[src/rtl/hazard_detection_unit_pkg.sv]
// rtl/hazard_detection_unit_pkg.sv - shared hazard class bits, class constants and forward encodings
package hazard_detection_unit_pkg;

    localparam int DP_WANT_RS_ID = 7;
    localparam int DP_WANT_RT_ID = 6;
    localparam int DP_NEED_RS_ID = 5;
    localparam int DP_NEED_RT_ID = 4;
    localparam int DP_WANT_RS_EX = 3;
    localparam int DP_WANT_RT_EX = 2;
    localparam int DP_NEED_RS_EX = 1;
    localparam int DP_NEED_RT_EX = 0;

    localparam logic [7:0] HZ_Nothing = 8'h00;
    localparam logic [7:0] HZ_Add     = 8'h0F;
    localparam logic [7:0] HZ_Lw      = 8'h0A;
    localparam logic [7:0] HZ_Sw      = 8'h0A;
    localparam logic [7:0] HZ_Beq     = 8'hF0;

    localparam logic [1:0] FWD_REG  = 2'b00;
    localparam logic [1:0] FWD_MEM  = 2'b01;
    localparam logic [1:0] FWD_WB   = 2'b10;
    localparam logic [1:0] FWD_LINK = 2'b11;

endpackage

[src/rtl/hazard_detection_unit_if.sv]
// rtl/hazard_detection_unit_if.sv - pipeline-side hazard inputs and stall/forward outputs
interface hazard_detection_unit_if;
    logic [7:0] DP_Hazards;
    logic [4:0] ID_Rs, ID_Rt, EX_Rs, EX_Rt;
    logic [4:0] EX_RtRd, MEM_RtRd, WB_RtRd;
    logic       EX_Link, EX_RegWrite, MEM_RegWrite, WB_RegWrite;
    logic       MEM_MemRead, MEM_MemWrite;
    logic       InstMem_Read, InstMem_Ready, MEM_Stall_Controller;
    logic       IF_Stall, ID_Stall, EX_Stall, MEM_Stall, WB_Stall;
    logic [1:0] ID_RsFwdSel, ID_RtFwdSel, EX_RsFwdSel, EX_RtFwdSel;
    logic       MEM_WriteDataFwdSel;

    modport master (
        output DP_Hazards, ID_Rs, ID_Rt, EX_Rs, EX_Rt, EX_RtRd, MEM_RtRd, WB_RtRd,
               EX_Link, EX_RegWrite, MEM_RegWrite, WB_RegWrite, MEM_MemRead, MEM_MemWrite,
               InstMem_Read, InstMem_Ready, MEM_Stall_Controller,
        input  IF_Stall, ID_Stall, EX_Stall, MEM_Stall, WB_Stall,
               ID_RsFwdSel, ID_RtFwdSel, EX_RsFwdSel, EX_RtFwdSel, MEM_WriteDataFwdSel
    );

    modport slave (
        input  DP_Hazards, ID_Rs, ID_Rt, EX_Rs, EX_Rt, EX_RtRd, MEM_RtRd, WB_RtRd,
               EX_Link, EX_RegWrite, MEM_RegWrite, WB_RegWrite, MEM_MemRead, MEM_MemWrite,
               InstMem_Read, InstMem_Ready, MEM_Stall_Controller,
        output IF_Stall, ID_Stall, EX_Stall, MEM_Stall, WB_Stall,
               ID_RsFwdSel, ID_RtFwdSel, EX_RsFwdSel, EX_RtFwdSel, MEM_WriteDataFwdSel
    );
endinterface

[src/rtl/hazard_detection_unit_fwd_match.sv]
// rtl/hazard_detection_unit_fwd_match.sv - one source/destination match term; $0 never matches
module hazard_detection_unit_fwd_match (
    input  logic [4:0] src_i,
    input  logic [4:0] dst_i,
    input  logic       wr_en_i,
    input  logic       use_i,
    output logic       match_o
);
    assign match_o = use_i && wr_en_i && (src_i != 5'd0) && (src_i == dst_i);
endmodule

[src/rtl/hazard_detection_unit.sv]
// rtl/hazard_detection_unit.sv - stall/forward decisions for the 5-stage pipeline plus stall-cycle counter
module hazard_detection_unit
    import hazard_detection_unit_pkg::*;
#(
    parameter int CNT_W = 32
) (
    input  logic                  clock,
    input  logic                  reset,
    hazard_detection_unit_if.slave hz,
    output logic [CNT_W-1:0]      Stall_Cycles
);
    // Index 0 is Rs, index 1 is Rt throughout
    logic [4:0] id_src [2];
    logic [4:0] ex_src [2];
    logic [1:0] use_id, need_id, use_ex, need_ex;
    logic [1:0] m_idex, m_idmem, m_idwb, m_exmem, m_exwb;
    logic [1:0] id_sel [2];
    logic [1:0] ex_sel [2];
    logic       mem_op, ex_stall, id_stall;
    logic [CNT_W-1:0] cnt_q, cnt_d;

    assign id_src[0] = hz.ID_Rs;
    assign id_src[1] = hz.ID_Rt;
    assign ex_src[0] = hz.EX_Rs;
    assign ex_src[1] = hz.EX_Rt;

    assign need_id = {hz.DP_Hazards[DP_NEED_RT_ID], hz.DP_Hazards[DP_NEED_RS_ID]};
    assign need_ex = {hz.DP_Hazards[DP_NEED_RT_EX], hz.DP_Hazards[DP_NEED_RS_EX]};
    assign use_id  = need_id | {hz.DP_Hazards[DP_WANT_RT_ID], hz.DP_Hazards[DP_WANT_RS_ID]};
    assign use_ex  = need_ex | {hz.DP_Hazards[DP_WANT_RT_EX], hz.DP_Hazards[DP_WANT_RS_EX]};

    for (genvar x = 0; x < 2; x++) begin : g_src
        hazard_detection_unit_fwd_match u_idex (
            .src_i(id_src[x]), .dst_i(hz.EX_RtRd), .wr_en_i(hz.EX_RegWrite),
            .use_i(use_id[x]), .match_o(m_idex[x]));
        hazard_detection_unit_fwd_match u_idmem (
            .src_i(id_src[x]), .dst_i(hz.MEM_RtRd), .wr_en_i(hz.MEM_RegWrite),
            .use_i(use_id[x]), .match_o(m_idmem[x]));
        hazard_detection_unit_fwd_match u_idwb (
            .src_i(id_src[x]), .dst_i(hz.WB_RtRd), .wr_en_i(hz.WB_RegWrite),
            .use_i(use_id[x]), .match_o(m_idwb[x]));
        hazard_detection_unit_fwd_match u_exmem (
            .src_i(ex_src[x]), .dst_i(hz.MEM_RtRd), .wr_en_i(hz.MEM_RegWrite),
            .use_i(use_ex[x]), .match_o(m_exmem[x]));
        hazard_detection_unit_fwd_match u_exwb (
            .src_i(ex_src[x]), .dst_i(hz.WB_RtRd), .wr_en_i(hz.WB_RegWrite),
            .use_i(use_ex[x]), .match_o(m_exwb[x]));
    end

    // A memory op in MEM has no ALU result yet, so a needed operand from it must wait
    assign mem_op   = hz.MEM_MemRead | hz.MEM_MemWrite;
    assign ex_stall = hz.MEM_Stall_Controller | (|(m_exmem & need_ex & {2{mem_op}}));
    assign id_stall = ex_stall | (|(m_idex & need_id)) | (|(m_idmem & need_id & {2{mem_op}}));

    assign hz.MEM_Stall = hz.MEM_Stall_Controller;
    assign hz.EX_Stall  = ex_stall;
    assign hz.ID_Stall  = id_stall;
    assign hz.IF_Stall  = id_stall | (hz.InstMem_Read & ~hz.InstMem_Ready);
    assign hz.WB_Stall  = 1'b0;

    // MEM is checked before WB since it holds the newer value
    always_comb begin
        for (int x = 0; x < 2; x++) begin
            id_sel[x] = FWD_REG;
            if (id_src[x] != 5'd0) begin
                if (m_idmem[x])     id_sel[x] = FWD_MEM;
                else if (m_idwb[x]) id_sel[x] = FWD_WB;
            end
            ex_sel[x] = FWD_REG;
            if (hz.EX_Link)                ex_sel[x] = FWD_LINK;
            else if (ex_src[x] != 5'd0) begin
                if (m_exmem[x])     ex_sel[x] = FWD_MEM;
                else if (m_exwb[x]) ex_sel[x] = FWD_WB;
            end
        end
    end

    assign hz.ID_RsFwdSel = id_sel[0];
    assign hz.ID_RtFwdSel = id_sel[1];
    assign hz.EX_RsFwdSel = ex_sel[0];
    assign hz.EX_RtFwdSel = ex_sel[1];
    assign hz.MEM_WriteDataFwdSel = hz.MEM_MemWrite & hz.WB_RegWrite &
                                    (hz.MEM_RtRd != 5'd0) & (hz.MEM_RtRd == hz.WB_RtRd);

    always_comb begin
        cnt_d = cnt_q;
        if (hz.IF_Stall && (cnt_q != {CNT_W{1'b1}})) cnt_d = cnt_q + CNT_W'(1);
    end

    always_ff @(posedge clock or posedge reset) begin
        if (reset) cnt_q <= '0;
        else       cnt_q <= cnt_d;
    end

    assign Stall_Cycles = cnt_q;
endmodule

[src/flat_wrapper.sv]
// flat-port wrapper written by rule: the top's interface ports become plain ports
module hazard_detection_unit_flat import hazard_detection_unit_pkg::*;
#(
    parameter int CNT_W = 32
)
  (clock, reset, Stall_Cycles, hz_DP_Hazards, hz_ID_Rs, hz_ID_Rt, hz_EX_Rs, hz_EX_Rt, hz_EX_RtRd, hz_MEM_RtRd, hz_WB_RtRd, hz_EX_Link, hz_EX_RegWrite, hz_MEM_RegWrite, hz_WB_RegWrite, hz_MEM_MemRead, hz_MEM_MemWrite, hz_InstMem_Read, hz_InstMem_Ready, hz_MEM_Stall_Controller, hz_IF_Stall, hz_ID_Stall, hz_EX_Stall, hz_MEM_Stall, hz_WB_Stall, hz_ID_RsFwdSel, hz_ID_RtFwdSel, hz_EX_RsFwdSel, hz_EX_RtFwdSel, hz_MEM_WriteDataFwdSel);
  hazard_detection_unit_if hz_i ();
  input  logic clock;
  input  logic reset;
  output logic [CNT_W-1:0] Stall_Cycles;
  input wire logic [$bits(hz_i.DP_Hazards)-1:0] hz_DP_Hazards;
  input wire logic [$bits(hz_i.ID_Rs)-1:0] hz_ID_Rs;
  input wire logic [$bits(hz_i.ID_Rt)-1:0] hz_ID_Rt;
  input wire logic [$bits(hz_i.EX_Rs)-1:0] hz_EX_Rs;
  input wire logic [$bits(hz_i.EX_Rt)-1:0] hz_EX_Rt;
  input wire logic [$bits(hz_i.EX_RtRd)-1:0] hz_EX_RtRd;
  input wire logic [$bits(hz_i.MEM_RtRd)-1:0] hz_MEM_RtRd;
  input wire logic [$bits(hz_i.WB_RtRd)-1:0] hz_WB_RtRd;
  input wire logic [$bits(hz_i.EX_Link)-1:0] hz_EX_Link;
  input wire logic [$bits(hz_i.EX_RegWrite)-1:0] hz_EX_RegWrite;
  input wire logic [$bits(hz_i.MEM_RegWrite)-1:0] hz_MEM_RegWrite;
  input wire logic [$bits(hz_i.WB_RegWrite)-1:0] hz_WB_RegWrite;
  input wire logic [$bits(hz_i.MEM_MemRead)-1:0] hz_MEM_MemRead;
  input wire logic [$bits(hz_i.MEM_MemWrite)-1:0] hz_MEM_MemWrite;
  input wire logic [$bits(hz_i.InstMem_Read)-1:0] hz_InstMem_Read;
  input wire logic [$bits(hz_i.InstMem_Ready)-1:0] hz_InstMem_Ready;
  input wire logic [$bits(hz_i.MEM_Stall_Controller)-1:0] hz_MEM_Stall_Controller;
  output wire logic [$bits(hz_i.IF_Stall)-1:0] hz_IF_Stall;
  output wire logic [$bits(hz_i.ID_Stall)-1:0] hz_ID_Stall;
  output wire logic [$bits(hz_i.EX_Stall)-1:0] hz_EX_Stall;
  output wire logic [$bits(hz_i.MEM_Stall)-1:0] hz_MEM_Stall;
  output wire logic [$bits(hz_i.WB_Stall)-1:0] hz_WB_Stall;
  output wire logic [$bits(hz_i.ID_RsFwdSel)-1:0] hz_ID_RsFwdSel;
  output wire logic [$bits(hz_i.ID_RtFwdSel)-1:0] hz_ID_RtFwdSel;
  output wire logic [$bits(hz_i.EX_RsFwdSel)-1:0] hz_EX_RsFwdSel;
  output wire logic [$bits(hz_i.EX_RtFwdSel)-1:0] hz_EX_RtFwdSel;
  output wire logic [$bits(hz_i.MEM_WriteDataFwdSel)-1:0] hz_MEM_WriteDataFwdSel;
  assign hz_i.DP_Hazards = hz_DP_Hazards;
  assign hz_i.ID_Rs = hz_ID_Rs;
  assign hz_i.ID_Rt = hz_ID_Rt;
  assign hz_i.EX_Rs = hz_EX_Rs;
  assign hz_i.EX_Rt = hz_EX_Rt;
  assign hz_i.EX_RtRd = hz_EX_RtRd;
  assign hz_i.MEM_RtRd = hz_MEM_RtRd;
  assign hz_i.WB_RtRd = hz_WB_RtRd;
  assign hz_i.EX_Link = hz_EX_Link;
  assign hz_i.EX_RegWrite = hz_EX_RegWrite;
  assign hz_i.MEM_RegWrite = hz_MEM_RegWrite;
  assign hz_i.WB_RegWrite = hz_WB_RegWrite;
  assign hz_i.MEM_MemRead = hz_MEM_MemRead;
  assign hz_i.MEM_MemWrite = hz_MEM_MemWrite;
  assign hz_i.InstMem_Read = hz_InstMem_Read;
  assign hz_i.InstMem_Ready = hz_InstMem_Ready;
  assign hz_i.MEM_Stall_Controller = hz_MEM_Stall_Controller;
  assign hz_IF_Stall = hz_i.IF_Stall;
  assign hz_ID_Stall = hz_i.ID_Stall;
  assign hz_EX_Stall = hz_i.EX_Stall;
  assign hz_MEM_Stall = hz_i.MEM_Stall;
  assign hz_WB_Stall = hz_i.WB_Stall;
  assign hz_ID_RsFwdSel = hz_i.ID_RsFwdSel;
  assign hz_ID_RtFwdSel = hz_i.ID_RtFwdSel;
  assign hz_EX_RsFwdSel = hz_i.EX_RsFwdSel;
  assign hz_EX_RtFwdSel = hz_i.EX_RtFwdSel;
  assign hz_MEM_WriteDataFwdSel = hz_i.MEM_WriteDataFwdSel;
  hazard_detection_unit #(.CNT_W(CNT_W)) u_core (.clock(clock), .reset(reset), .hz(hz_i), .Stall_Cycles(Stall_Cycles));
endmodule
[config.mk]
export PLATFORM = sky130hd
export DESIGN_NAME = hazard_detection_unit_flat
export DESIGN_NICKNAME = d
export VERILOG_FILES = /design/src/rtl/hazard_detection_unit_pkg.sv /design/src/rtl/hazard_detection_unit_if.sv /design/src/rtl/hazard_detection_unit_fwd_match.sv /design/src/rtl/hazard_detection_unit.sv /design/src/flat_wrapper.sv
export SDC_FILE = /design/constraint.sdc
export NUM_CORES = 1
export LEC_CHECK = 0
export BUFFER_PORTS_ARGS = -buffer_cell sky130_fd_sc_hd__buf_2
export CORE_MARGIN = 4
export CORE_UTILIZATION = 24
export DETAILED_ROUTE_END_ITERATION = 8
export PLACE_DENSITY = 0.52
export SETUP_SLACK_MARGIN = 0.1
export SYNTH_ARGS = -nofsm -noshare
export SYNTH_HDL_FRONTEND = slang
export SYNTH_HIERARCHICAL = 1
export SYNTH_SLANG_ARGS = --single-unit
[constraint.sdc]
create_clock -name clock -period 3.25 [get_ports clock]
set_clock_uncertainty 0.1 [all_clocks]
set_input_delay 0 -clock clock [delete_from_list [all_inputs] [get_ports clock]]
set_output_delay 0 -clock clock [all_outputs]
set_load 0.01 [all_outputs]
Word-level counts from Yosys, hierarchy flattened:

Index checks and enable logic that the tools add are counted.

* flip-flop bits (word level): 32
* latch bits: 0
* bits in writable memories: 0
* ROM bits: 0
* input port bits: 54
* output and inout port bits: 46
* logic and storage cells: 84
* memories: 0

* add/subtract/negate cells: 1
* $mul: 0
* divide/modulo/power cells: 0
* order comparisons: 0
* equality and inequality tests: 12
* shift-type cells: 0
* mux-type cells: 14
* bitwise logic cells: 17
* reductions and logical operators: 39

Operator list (count)
* $eq 5x5->1: 11
* $add 32x1->32 const B: 1
* $ne 32x32->1 const B: 1
* $logic_and 1x1->1: 31
* $mux 2: 14
* $reduce_bool 5->1: 5
* $and 2x2->2: 5
* $reduce_or 2->1: 3
* $or 1x1->1: 5
* $and 1x1->1: 4
* $or 2x2->2: 2
* $not 1->1: 1

Depth between registers and ports, before layout:

Gate-level depths: netlist of the first run.

* depth after elaboration: 12
* mapped depth: 10
* gate-level depth less buffers: 8

By module:

Netlist of the first run, hierarchy kept.

Modules (own cells, without submodules)
* hazard_detection_unit: times used 1, cells each 205, area each 1969.4 um2, sequential area each 800.8 um2
* hazard_detection_unit_fwd_match: times used 10, cells each 10, area each 76.3 um2, sequential area each 0.0 um2

Worst setup path before layout of the first run:

No wires, ideal clock.

* path kind: input to register
* start point: input hz_MEM_RtRd[0]
* end point: register u_core.cnt_q[13], in the netlist u_core/Stall_Cycles[13]
* library setup time: 0.129 ns
* arrival: 1.721 ns
* required time: 3.021 ns
* slack: 1.300 ns
* stages on the path: 10
* path buffers: 2
* cells stage by stage: xnor2_1 -> o2111ai_1 -> nor3b_2 -> a22oi_1 -> o21bai_1 -> or2_2 -> clkbuf_1 -> buf_4 -> nand3_1 -> xnor2_1

* cells in the longest elaborated chain, start to end: 10
* elaborated cells between the ends (all ways): 19
* those cells by class: eq/ne (4); bitwise (8); reduce/logical (7)

RTL lines
* start, declared: line flat_wrapper.sv:17 `input wire logic [$bits(hz_i.MEM_RtRd)-1:0] hz_MEM_RtRd;`
* $eq 5x5->1: line hazard_detection_unit_fwd_match.sv:9 `assign match_o = use_i && wr_en_i && (src_i != 5'd0) && (src_i == dst_i);`
* $logic_and 1x1->1: line hazard_detection_unit_fwd_match.sv:9
* via u_core.m_exmem[0]: line hazard_detection_unit.sv:16 `logic [1:0] m_idex, m_idmem, m_idwb, m_exmem, m_exwb;`
* $and 2x2->2 (2 in series): line hazard_detection_unit.sv:52 `assign ex_stall = hz.MEM_Stall_Controller | (|(m_exmem & need_ex & {2{mem_op}}));`
* $reduce_or 2->1: line hazard_detection_unit.sv:52
* $or 1x1->1: line hazard_detection_unit.sv:52
* via hz_EX_Stall: line flat_wrapper.sv:30 `output wire logic [$bits(hz_i.EX_Stall)-1:0] hz_EX_Stall;`
* $or 1x1->1 (2 in series): line hazard_detection_unit.sv:53 `assign id_stall = ex_stall | (|(m_idex & need_id)) | (|(m_idmem & need_id & {2{mem_op}}));`
* $or 1x1->1: line hazard_detection_unit.sv:58 `assign hz.IF_Stall = id_stall | (hz.InstMem_Read & ~hz.InstMem_Ready);`
* via hz_IF_Stall: line flat_wrapper.sv:28 `output wire logic [$bits(hz_i.IF_Stall)-1:0] hz_IF_Stall;`
* $logic_and 1x1->1: line hazard_detection_unit.sv:87 `if (hz.IF_Stall && (cnt_q != {CNT_W{1'b1}})) cnt_d = cnt_q + CNT_W'(1);`
* end signal, assigned: line hazard_detection_unit.sv:92 `else cnt_q <= cnt_d;`
* end, declared: line hazard_detection_unit.sv:20 `logic [CNT_W-1:0] cnt_q, cnt_d;`

The timed path passes the listed nets, and every way through them passes these cells.
A chain may end at the register's enable or synchronous reset.

Worst setup path after layout of the first run:

* start point: input hz_ID_Rs[2]
* end point: register u_core.cnt_q[1], in the netlist u_core/Stall_Cycles[1]

* cells in the longest elaborated chain, start to end: 9
* elaborated cells between the ends (all ways): 16
* those cells by class: eq/ne (2); bitwise (6); reduce/logical (8)

RTL lines
* start, declared: line flat_wrapper.sv:12 `input wire logic [$bits(hz_i.ID_Rs)-1:0] hz_ID_Rs;`
* $reduce_bool 5->1: line hazard_detection_unit_fwd_match.sv:9
* $logic_and 1x1->1: line hazard_detection_unit_fwd_match.sv:9
* $logic_and 1x1->1 (*): line hazard_detection_unit_fwd_match.sv:9
* via u_core.m_idex[0]: line hazard_detection_unit.sv:16
* $and 2x2->2 (*): line hazard_detection_unit.sv:53
* $reduce_or 2->1 (*): line hazard_detection_unit.sv:53
* $or 1x1->1 (*) (2 in series): line hazard_detection_unit.sv:53
* $or 1x1->1 (*): line hazard_detection_unit.sv:58
* $logic_and 1x1->1 (*): line hazard_detection_unit.sv:87

The timed path passes the listed nets; every way through them passes the cells marked *.

==> run summary, run 1 <==
The flow ran to the end, and the final reports show no timing, DRC or antenna violations. The cell depth of the worst hold path is 2. The min-delay analysis places its worst path in the category in2out. The post-CTS setup buffer count is 0, and the remaining number of nets flagged by the antenna check after routing is 0. Summed over all layers, the routed wires come to 8730 um. The worst setup path is launched from a primary input. The switching power as a share of total power was 31.2%.

Setup repair after global routing left no endpoint under its margin. The cell count of the worst reg-to-reg path works out to 5. Routability-driven placement finished with a final weighted congestion of 0.956. When the netlist entered floorplanning its net count stood at 360. After clock tree synthesis, the clock-pin slew on the worst setup and hold paths is 0.05 ns.

Based on the critical path, the design can be clocked at up to 0.463 GHz. The worst pin sits at a relative slew slack of 64.1%. For this block, the initial DRC count from the detailed router was 222. Once the floorplan was initialized, standard cells occupied 24.9% of the core. The count of buffers added on input and output ports is 98.

In this run, synthesis produced a sequential element count of 32. Data on the critical path is required at its endpoint by 3.31 ns. The die covers 13200 um2.

For the count of vias placed by the detailed router, the log shows 2725. Async set or reset register ratio after synthesis: 100%. The per-cell routed wire length was 15.9 um.

The library cell used most frequently in the layout, excluding fill and tap cells, is sky130_fd_sc_hd__buf_2. The run gives 43 as the number of distinct standard cells referenced by the synthesized netlist. Pin placement for this block handled 100 I/O pins.

The average cell area after synthesis works out to 8.96 um2. Walking the worst path, the cells encountered are buf_2, nor4_1, o21ai_0, nor3b_2, a22oi_1, o221ai_1, or2_2, nand2_1, mux2_2. Height of the die: 115 um. The period utilization came out at 66.5%. The critical path is of the in2reg type. The cell count after placement is 539, and the pin slew with the least headroom to its limit is 0.535 ns. The H-tree was split into 2 levels. In this run, CTS created clock tree buffers numbering 5. The number of flip-flops under the largest register name is 32, and the area added between synthesis and finish is 29.3%.

After global routing the overflow that remains totals 0. After the flow finishes, the layout carries non-filler instances totaling 548. The floorplan has 38 rows. The library cells used most frequently in the layout, excluding fill and tap cells, are sky130_fd_sc_hd__buf_2, sky130_fd_sc_hd__xnor2_1, sky130_fd_sc_hd__nand3_1. Max-cap violations in this run came to 0. The sequential area share after synthesis was 29.3%; the leakage dissipation was 1.50 nW.

The synthesis warning total came out at 6. For the final routed database, the setup TNS stands at 0 ns. In this run the worst path has a maximum fanout of 24.

Total standard cell area after synthesis: 2730 um2. Floorplan die width: 115 um. TritonCTS built the clock tree. The run gives 0 as the total setup violations reported at the end of the flow. The power per cell area was 377 nW/um2; the number of enable-type register cells in the synthesized netlist was 0. The core region is 11000 um2. The tools report the part of the total power dissipated in the clock network as 35.0%.

The buffer depth of the longest clock path came out at 2. The combinational share of power was 27.6%; the stage delay of the slowest cell on the critical path was 0.52 ns. The sum of net half-perimeters after detailed placement is 6900 um, and the wire length of the first global-routing pass is 13500 um. The worst-case IR drop observed on VDD is 0.270 mV.

The total of fill cells in the finished design was 1185; the final hold violation count was 0. The clock period could shrink to 2.16 ns. Type of element capturing the critical path: a flip-flop. 0 antenna diodes ended up in the layout. The tools report the initial antenna violation count as 0. The clock insertion delay at the later pin of the skew report is 0.27 ns, and the final routed DRC violation total is 0. Number of global-route vias before repair: 2581. The fraction of final layout cells with drive strength greater than 1 is 34.1%. Synthesis produced a netlist whose cell count is 305.

Number of iterations in the first detailed-routing pass: 4. The share of total power dissipated in sequential elements is 37.4%. Across every metal layer, demand over resource in global routing totals 12.7%. The number of vias per cell after detailed routing came out at 4.97.

The run gives 915 uW as the internal power summed over all cells. For the critical path data arrival time, the log shows 2.22 ns. Entering global routing, the biggest net connects 33 pins. The cell with the largest stage delay on the worst path was sky130_fd_sc_hd__or2_2. For this design, the sink count on the clock tree is 32. The net count of the finished layout is 462.

The tools report the buffer type at the clock tree root as sky130_fd_sc_hd__clkbuf_16. For this design the total switching power over the nets is 415 uW. Among all flip-flop cells after synthesis, the most frequent one is sky130_fd_sc_hd__dfrtp_1. Number of pins exceeding their max-slew limit in the final report: 0.
## path summary, 6_finish.rpt
check | slack (ns) | startpoint | endpoint
max | 1.09 | hz_ID_Rs[2] | u_core/Stall_Cycles[1]$_DFFE_PP0P_
min | 0.10 | hz_MEM_Stall_Controller | hz_MEM_Stall
max reg2reg | 1.18 | u_core/Stall_Cycles[3]$_DFFE_PP0P_ | u_core/Stall_Cycles[27]$_DFFE_PP0P_
min reg2reg | 0.39 | u_core/Stall_Cycles[27]$_DFFE_PP0P_ | u_core/Stall_Cycles[27]$_DFFE_PP0P_
max in group asynchronous | 2.51 | reset | u_core/Stall_Cycles[21]$_DFFE_PP0P_
min in group asynchronous | 0.25 | reset | u_core/Stall_Cycles[5]$_DFFE_PP0P_
## synth_stat cells (all sizes together), types with 5 or more instances
library cell   n  area [um2]
o21ai         12        60.1
o2111ai       11        96.3
or2            7        43.8
nor4          14         109
and4           5        46.3
nor3b         13         148
xnor2         73         639
nand3         34         170
buf            6        43.8
nand2          9        33.8
nand4         15         106
and3           9        61.3
dfrtp         32         801
nor2          13        48.8
nor3           5        25.0
inv           18        67.6
## worst max-delay path: cells and delay by family
family                 cells  cell delay (ns)
multiplexers               1             0.34
AO/OA/AOI/OAI              3             0.55
buffers and inverters      1             0.15
AND/OR/NAND/NOR            4             1.15
## final cells by class
class / instances / area, um2 / area share, %
multi-input cells: 248 / 1820 / 51.4
flip-flops and latches: 32 / 801 / 22.7
repair buffers: 102 / 523 / 14.8
well taps: 140 / 175 / 4.96
clock buffers: 6 / 139 / 3.93
inverters: 18 / 67.6 / 1.91
clock inverters: 2 / 10.0 / 0.283
## metal layers
layer	wire length, um	global-route usage, %
met1	3830	16.5
met2	4020	21.7
met3	791	2.80
met5	0	0
met4	95	3.13
## kinds of logic (layout without fill, tap and decap cells)
group / after synthesis / in the layout / synth area share, %
flip-flops: 32 / 32 / 29.3
adder cells (fa/ha/maj): 1 / 1 / 0.458
AND/OR/NAND/NOR: 136 / 136 / 32.4
other: 1 / 1 / 0.137
buffers and inverters: 25 / 128 / 4.21
XOR/XNOR: 75 / 75 / 24.0
AO/OA/AOI/OAI: 34 / 34 / 9.02
multiplexers: 1 / 1 / 0.412
## what timing repair did
action / 4_1_cts / 5_1_grt
hold buffers: 1 / 0
gates resized for setup: 0 / 0
endpoints found under the hold margin: 32 / 0
## power groups by stage
stage / combinational [mW] / sequential (mW) / clock [mW]
after CTS: 0.371 / 0.499 / 0.479
after floorplan: 0.192 / 0.516 / 0
final: 0.367 / 0.498 / 0.465
after global routing: 0.401 / 0.508 / 0.498
after global placement: 0.365 / 0.505 / 0
after detailed placement: 0.368 / 0.504 / 0
## through the flow
step / total power, mW / util [%] / worst slack (ns) / cell area (um2) / hold slack (ns)
finish: 1.33 / 32.2 / 1.09 / 3530 / 0.103
detailed placement: 0.872 / 30.7 / 0.791 / 3370 / 0.00935
global route: 1.41 / 32.2 / 0.930 / 3530 / 0.130
floorplan: 0.708 / - / 1.30 / 2730 / -0.00823
CTS: 1.35 / 32.2 / 1.09 / 3530 / 0.107
global placement: 0.869 / 30.7 / 0.905 / 3370 / 0.00853
Note: power is estimated with default switching activity, not from simulation.
==> inputs of run 2 (changes only) <==
PLACE_DENSITY = 0.53   (was 0.52)
clock period = 1.8 ns   (was 3.25 ns; I/O delays follow)
==> run 2 against run 1 <==
Against the previous run:
- non-clock buffer count increased by 96
- via count increased by 13%
- largest cell class unchanged
- die area unchanged
- sequential share of layout area decreased by 5.2 points
- sequential cell count unchanged
==> run summary, run 2 (synthesis results as in run 1) <==
The pin count of the biggest net entering global routing came out at 33 (unchanged). The logs give 0.602 mV (+120%) for the maximum VDD drop and 0 (unchanged) for the total setup violations reported at the end of the flow. Setup repair after global routing could not meet its margin everywhere.

The cell count after placement is 624 (+16%), and the final routed DRC violation total is 0 (unchanged). Fraction of final layout cells with drive strength greater than 1: 56.3% (+22 points). The buffer depth of the longest clock path is 2 (unchanged), and the floorplan die width is 115 um (unchanged). Buffer type at the clock tree root: sky130_fd_sc_hd__clkbuf_16. The tools report the total cell area at the placement stage as 4110 um2 (+22%). The tools report the overall overflow remaining after global route as 0 (unchanged). Based on the critical path, the design can be clocked at up to 0.566 GHz. The maximum fanout along the worst path is 5 (-79%). The tools report the final non-filler cell area as 4650 um2 (+32%). The run gives 13200 um2 (unchanged) as the area enclosed by the die boundary. The final weighted congestion in routability-driven placement was 0.869 (-9.2%); the number of buffer cells added on primary ports was 98 (unchanged). The total number of H-tree levels came out at 2 (unchanged). The path class of the lowest-slack min-delay path was in2out. Number of vias per cell after detailed routing: 4.77 (-4.2%). The tools report the number of maximum-capacitance violations as 0 (unchanged). The tools report the number of iterations in the first detailed-routing pass as 4 (unchanged).

The tools report the number of pins exceeding their max-slew limit in the final report as 0 (unchanged). The run gives 100 (unchanged) as the count of boundary I/O pins. The top cell types in the final layout, fill and taps aside, are sky130_fd_sc_hd__buf_4, sky130_fd_sc_hd__buf_2, sky130_fd_sc_hd__xnor2_1. Minimum clock period after layout: 1.77 ns.

Among the stages of the critical path, the cell type that occurs most often is sky130_fd_sc_hd__nand4_4. Remaining number of nets flagged by the antenna check after routing: 0 (unchanged). The tools report the number of standard cells in the layout, taps in and fillers out as 644 (+18%). Final-stage net count: 558 (+21%).

The critical path goes through nand4_4, nor4_4, buf_4, nand4_4, nand2_4, mux2_4. For the wire length of the first global-routing pass, the log shows 15700 um (+17%). Critical path data arrival time: 1.83 ns (-0.39 ns). The most common cell after layout, fill and taps aside is sky130_fd_sc_hd__buf_4.

The setup slack after layout came out at 0.0317 ns (-1.06 ns). The initial antenna violation count is 0 (unchanged), and the stage delay of the slowest cell on the critical path is 0.39 ns (-0.13 ns). The clock transition at the registers of the reported paths is 0.05 ns (about the same), and the period utilization is 98.2%. The power per cell area came out at 598 nW/um2 (+59%). The count of vias placed by the detailed router is 3069 (+13%), and the leakage dissipation is 2.12 nW (+41%). The number of buffers created by CTS is 5 (unchanged).

Among all stages on the critical path, the largest delay is contributed by sky130_fd_sc_hd__dfrtp_1. STA classifies the critical path startpoint as a flip-flop. The height of the die came out at 115 um (unchanged).

Area added between synthesis and finish: 70.0%. The initial core utilization came out at 24.9% (unchanged). The first-iteration detailed-routing DRC count was 182 (-18%). The flow ran to the end, and the final reports show no timing, DRC or antenna violations. The per-cell routed wire length was 15.1 um (-5.1%).

TritonCTS built the clock tree. The total wire length after detailed routing is 9740 um (+12%), and the sum of net half-perimeters after detailed placement is 7640 um (+11%). The clock sink total was 32 (unchanged); the post-route setup TNS was 0 ns (unchanged).

The required time of the worst setup path came out at 1.86 ns (-1.45 ns). The logs give 0.27 ns (about the same) for the clock insertion delay at the later pin of the skew report and 11000 um2 (unchanged) for the placeable core area. The combined buffer and inverter count along the critical path came out at 1 (unchanged).

Type of element capturing the critical path: a flip-flop. Among cell families on the critical path, the largest total delay comes from simple AND/OR/NAND/NOR gates. The number of flip-flops under the largest register name was 32 (unchanged); the number of global-route vias before repair was 3183 (+23%). Final hold violation count: 0 (unchanged). The logs give 38 (unchanged) for the count of standard-cell rows and 14.5% (+1.8 points) for the overall track demand over capacity in global routing. The number of antenna repair diodes is 0 (unchanged). Path type of the worst setup path: reg2reg. The run gives -0.273 ns (-1.06 ns) as the worst setup slack after placement.
run 2: cell count changes in the layout (fill, tap and decap cells not counted), sizes merged:
cell    previous run  this run
buf              101       196
clkbuf             6         7
run 2: per-stage QoR:
step / hold slack, ns / util (%) / power [mW]
after floorplan: -0.00823 / - / 1.33
after global placement: 0.0125 / 37.4 / 1.81
after detailed placement: 0.0176 / 37.4 / 1.83
after CTS: 0.128 / 40.2 / 2.70
after global routing: 0.139 / 42.3 / 2.93
final: 0.132 / 42.3 / 2.78
run 2: final cells by class:
class	count	area (um2)
fill	1105	6340
multi-input combinational	248	2110
timing repair buffer	198	1330
sequential	32	812
tap	140	175
clock buffer	6	139
inverter	18	67.6
clock inverter	2	10.0
run 2: worst paths after layout:
kind / slack [ns] / cells past startpoint / to / from
max: 0.03 / 6 / u_core/Stall_Cycles[1]$_DFFE_PP0P_ / u_core/Stall_Cycles[5]$_DFFE_PP0P_
min: 0.13 / 2 / hz_MEM_Stall / hz_MEM_Stall_Controller
max reg2reg: 0.03 / 6 / u_core/Stall_Cycles[1]$_DFFE_PP0P_ / u_core/Stall_Cycles[5]$_DFFE_PP0P_
min reg2reg: 0.40 / 1 / u_core/Stall_Cycles[27]$_DFFE_PP0P_ / u_core/Stall_Cycles[27]$_DFFE_PP0P_
max in group asynchronous: 1.02 / 4 / u_core/Stall_Cycles[10]$_DFFE_PP0P_ / reset
min in group asynchronous: 0.25 / 4 / u_core/Stall_Cycles[5]$_DFFE_PP0P_ / reset
run 2: metal layers:
metal	global-route usage [%]	vias up	share of wire, %
met5	0	-	0
met4	2.50	0	0.41
met3	1.85	4	4.5
met2	25.5	67	49
met1	19.4	1480	46
li1	-	1518	-
run 2: timing repair:
item	4_1_cts	5_1_grt
endpoints found under the hold margin	32	0
hold buffers	1	0
gates cloned	2	0
setup endpoints to repair	30	34
pin swaps	20	34
setup buffers	2	7
gates resized for setup	26	42
run 2: worst reg2reg max path, delay by kind of cell, from the launching register on:
kind / cells / cell delay [ns]
and+or+nand+nor: 4 / 0.70
DFF: 1 / 0.39
muxes: 1 / 0.30
buffers and inverters: 1 / 0.17
run 2: where the power goes:
part | leakage, nW | switching, mW | total, mW | internal, mW
registers | 0.416 | 0.0693 | 0.873 | 0.803
logic | 1.62 | 0.494 | 1.06 | 0.569
clock network | 0.0766 | 0.300 | 0.844 | 0.544
==> inputs of run 3 (changes only) <==
PLACE_DENSITY = 0.54   (was 0.53)
SYNTH_HIERARCHICAL = default   (was 1)
==> run 3 against run 2 <==
Against the previous run:
- the flow now finishes with violations (setup timing)
- wire length down 9.2%
- cell count down 3.9%
- design area down 4.5%
- fmax down 15%
- sequential cell count unchanged
- critical path type unchanged
- largest power group unchanged
- highest routed layer unchanged
==> run summary, run 3 <==
The number of antenna repair diodes was 0 (unchanged); the met3 usage in global routing was 3.44% (+1.6 points). Number of iterations in the first detailed-routing pass: 6 (+2). The count of boundary I/O pins was 100 (unchanged); the pin slew with the least headroom to its limit was 0.582 ns. The maximum VDD drop was 0.410 mV (-32%); the first-iteration detailed-routing DRC count was 63 (-65%). The sequential area share after synthesis is 31.6% (+2.3 points). TritonCTS built the clock tree. In this design, the critical path's most frequently occurring cell is sky130_fd_sc_hd__nand4_1.

The count of standard-cell rows was 37 (-2.6%); the remaining number of nets flagged by the antenna check after routing was 0 (unchanged). Final non-filler cell area: 4440 um2 (-4.5%). The async set or reset register ratio after synthesis came out at 100% (unchanged). The period utilization works out to 116% (+18 points).

The fraction of final layout cells with drive strength greater than 1 works out to 55.9% (-0.45 points). The global-route track usage on met2 is 25.0% (-0.46 points), and the area added between synthesis and finish is 74.9%. For the number of buffers created by CTS, the log shows 5 (unchanged).

The worst setup path is launched from a flip-flop. The register bit count reported by yosys came out at 32 (unchanged). The run gives 33 (+33) as the total setup violations reported at the end of the flow. In the layout the commonest cells are sky130_fd_sc_hd__buf_4, sky130_fd_sc_hd__buf_2, sky130_fd_sc_hd__xnor2_1.

Height of the die: 111 um (-3.4%). The required time of the worst setup path came out at 1.91 ns (+0.05 ns). Among all flip-flop cells after synthesis, the most frequent one is sky130_fd_sc_hd__dfrtp_1. The tools report the upper clock frequency limit as 0.479 GHz (-15%). The checks that failed: setup timing. The maximum fanout along the worst path was 5 (unchanged); the overall track demand over capacity in global routing was 14.2% (-0.27 points). The critical path data arrival time came out at 2.20 ns (+0.37 ns).

The number of vias per cell after detailed routing is 4.62 (-3.0%). The synthesis warning total is 0 (-6), and the sum of net half-perimeters after detailed placement is 6670 um (-13%). The per-cell routed wire length is 14.3 um (-5.6%), and the total standard cell area after synthesis is 2540 um2 (-7.1%).

The area share of the leading cell type in the synthesized netlist is 31.6% (+2.3 points), and the pin count of the biggest net entering global routing is 33 (unchanged). The signal on the critical path passes through ha_4, nand4_1, nor4b_4, nand4_1, buf_4, nor4_1, xor2_1. The logs give 0 (unchanged) for the number of pins exceeding their max-slew limit in the final report and 12300 um2 (-6.7%) for the area enclosed by the die boundary. The logs give 0 (unchanged) for the final hold violation count and 41 (-4.7%) for the number of distinct standard cells referenced by the synthesized netlist. The min-delay analysis places its worst path in the category in2out. The stage delay of the slowest cell on the critical path was 0.39 ns (about the same); the worst relative slew slack was 60.9%. The logs give 292 (-4.3%) for the synthesized instance count and 0 (unchanged) for the overall overflow remaining after global route. The run gives -7.57 ns (-7.57 ns) as the post-route setup TNS.

The clock transition at the registers of the reported paths is 0.07 ns (+0.02 ns). The worst setup path is captured at a flip-flop. The power per cell area was 706 nW/um2 (+18%).

The tools report the final routed DRC violation total as 0 (unchanged). The number of enable-type register cells in the synthesized netlist works out to 0 (unchanged). The tools report the total cell area at the placement stage as 3850 um2 (-6.4%). The number of flip-flops under the largest register name was 32 (unchanged); the final-stage net count was 537 (-3.8%). The minimum clock period after layout was 2.09 ns (+0.318 ns); the leakage dissipation was 1.95 nW (-8.0%).

The number of global-route vias before repair is 3020 (-5.1%). Clock tree synthesis selected as its root buffer the cell sky130_fd_sc_hd__clkbuf_8. sky130_fd_sc_hd__dfrtp_1 takes more of the synthesized area than any other cell. The tools report the final weighted congestion in routability-driven placement as 0.849 (-2.2%). Clock sink total: 32 (unchanged).

The tools report the total number of H-tree levels as 2 (unchanged). The total wire length after detailed routing is 8840 um (-9.2%), and the clock insertion delay at the later pin of the skew report is 0.28 ns (about the same). The flow ran to the end, but the final reports show violations. In the synthesized netlist, the cells that appear most often are sky130_fd_sc_hd__xnor2_1, sky130_fd_sc_hd__xor2_1, sky130_fd_sc_hd__dfrtp_1. The tools report the initial core utilization as 24.6% (-0.30 points). For the met1 usage, the log shows 17.6% (-1.7 points).

The run gives -0.287 ns (-0.318 ns) as the setup slack after layout. The tools report the wire length of the first global-routing pass as 14600 um (-6.8%). The run gives 3.13 mW (+13%) as the power consumption. Placeable core area: 10300 um2 (-6.0%). The most common cell in the synthesized netlist is sky130_fd_sc_hd__xnor2_1.

By startpoint and endpoint, the worst setup path is classified as reg2reg. The count of vias placed by the detailed router was 2861 (-6.8%); the average cell area after synthesis was 8.69 um2 (-3.0%). The total nets after synthesis was 347 (-3.6%); the initial antenna violation count was 0 (unchanged). The run gives 2 (unchanged) as the buffer depth of the longest clock path. In this run the most used layer during global routing was met2. The cell with the largest stage delay on the worst path is sky130_fd_sc_hd__dfrtp_2. The number of buffer cells added on primary ports works out to 98 (unchanged). The floorplan die width came out at 111 um (-3.4%). By area the synthesized netlist is led by sky130_fd_sc_hd__dfrtp_1, sky130_fd_sc_hd__xnor2_1, sky130_fd_sc_hd__xor2_1, sky130_fd_sc_hd__nand3_1, sky130_fd_sc_hd__nor3_1. Number of maximum-capacitance violations: 0 (unchanged).

The library cell used most frequently in the layout, excluding fill and tap cells, is sky130_fd_sc_hd__buf_4. The total of fill cells in the finished design came out at 989 (-10%). Setup repair after global routing could not meet its margin everywhere.
-- run 3: changes by cell type after synthesis, moves of 4 or more --
cell / delta
sky130_fd_sc_hd__nand3_1: -10
sky130_fd_sc_hd__and3_2: -4
sky130_fd_sc_hd__or2_2: -4
sky130_fd_sc_hd__xor2_1: +38
sky130_fd_sc_hd__nor3b_2: -10
sky130_fd_sc_hd__o21ai_0: -9
sky130_fd_sc_hd__xnor2_1: -31
sky130_fd_sc_hd__nand2_1: +8
sky130_fd_sc_hd__inv_1: -9
sky130_fd_sc_hd__clkbuf_1: +11
sky130_fd_sc_hd__o2111ai_1: -10
sky130_fd_sc_hd__nor3_1: +16
-- run 3: repair_timing --
item	CTS	global route
gates cloned	2	0
hold endpoints to repair	32	0
setup endpoints to repair	35	36
resized for setup	46	27
pin swaps	23	10
hold buffers	1	0
buffers inserted	12	3
-- run 3: final cells by class --
| cell class | count | area, um2 | share of cell area, % |
|---|---|---|---|
| Clock buffer | 6 | 82.6 | 1.86 |
| Clock inverter | 2 | 10.0 | 0.226 |
| Inverter | 9 | 36.3 | 0.818 |
| Multi-Input combinational cell | 232 | 1920 | 43.2 |
| Sequential cell | 32 | 803 | 18.1 |
| Tap cell | 136 | 170 | 3.83 |
| Timing Repair Buffer | 202 | 1420 | 31.9 |
-- run 3: metrics by stage --
stage / hold WS (ns) / cells / util [%] / worst slack (ns)
global route: 0.147 / 619 / 43.0 / -0.483
global placement: 0.0111 / 596 / 37.3 / -0.484
detailed placement: 0.0108 / 596 / 37.3 / -0.534
floorplan: -0.00823 / 292 / - / -0.615
CTS: 0.126 / 619 / 41.8 / -0.296
finish: 0.126 / 619 / 43.0 / -0.287
-- run 3: kinds of logic after synthesis --
logic type	synth area share (%)
simple gates	28.9
compound gates	4.98
mux	0.444
fa+ha+maj	0.493
buf+inv	5.18
flops	31.6
xor+xnor	28.3
other cells	0.148
-- run 3: metal layers --
metal	vias to the layer above	part of all wire [%]
met4	0	1.5
met3	16	7.4
met2	105	49
met1	1339	42
li1	1401	-
met5	-	0
-- run 3: power breakdown --
group / switching [mW] / internal, mW
logic: 0.776 / 0.814
clock network: 0.271 / 0.305
registers: 0.0949 / 0.875
-- run 3: final timing paths --
| check | endpoint | slack [ns] | startpoint | cells past startpoint |
|---|---|---|---|---|
| max reg2reg | u_core.Stall_Cycles[28]$_DFFE_PP0P_ | -0.29 | u_core.Stall_Cycles[0]$_DFFE_PP0P_ | 7 |
| max in group asynchronous | u_core.Stall_Cycles[0]$_DFFE_PP0P_ | 1.04 | reset | 4 |
| min | hz_MEM_Stall | 0.13 | hz_MEM_Stall_Controller | 2 |
| min in group asynchronous | u_core.Stall_Cycles[21]$_DFFE_PP0P_ | 0.24 | reset | 4 |
| max | u_core.Stall_Cycles[28]$_DFFE_PP0P_ | -0.29 | u_core.Stall_Cycles[0]$_DFFE_PP0P_ | 7 |
| min reg2reg | u_core.Stall_Cycles[17]$_DFFE_PP0P_ | 0.44 | u_core.Stall_Cycles[17]$_DFFE_PP0P_ | 2 |
-- run 3: worst max-delay path, delay by kind of cell, from the launching register on --
| family | cells | cell delay, ns |
|---|---|---|
| flops | 1 | 0.39 |
| buf+inv | 1 | 0.22 |
| simple gates | 4 | 1.00 |
| xor+xnor | 1 | 0.17 |
| fa+ha+maj | 1 | 0.14 |
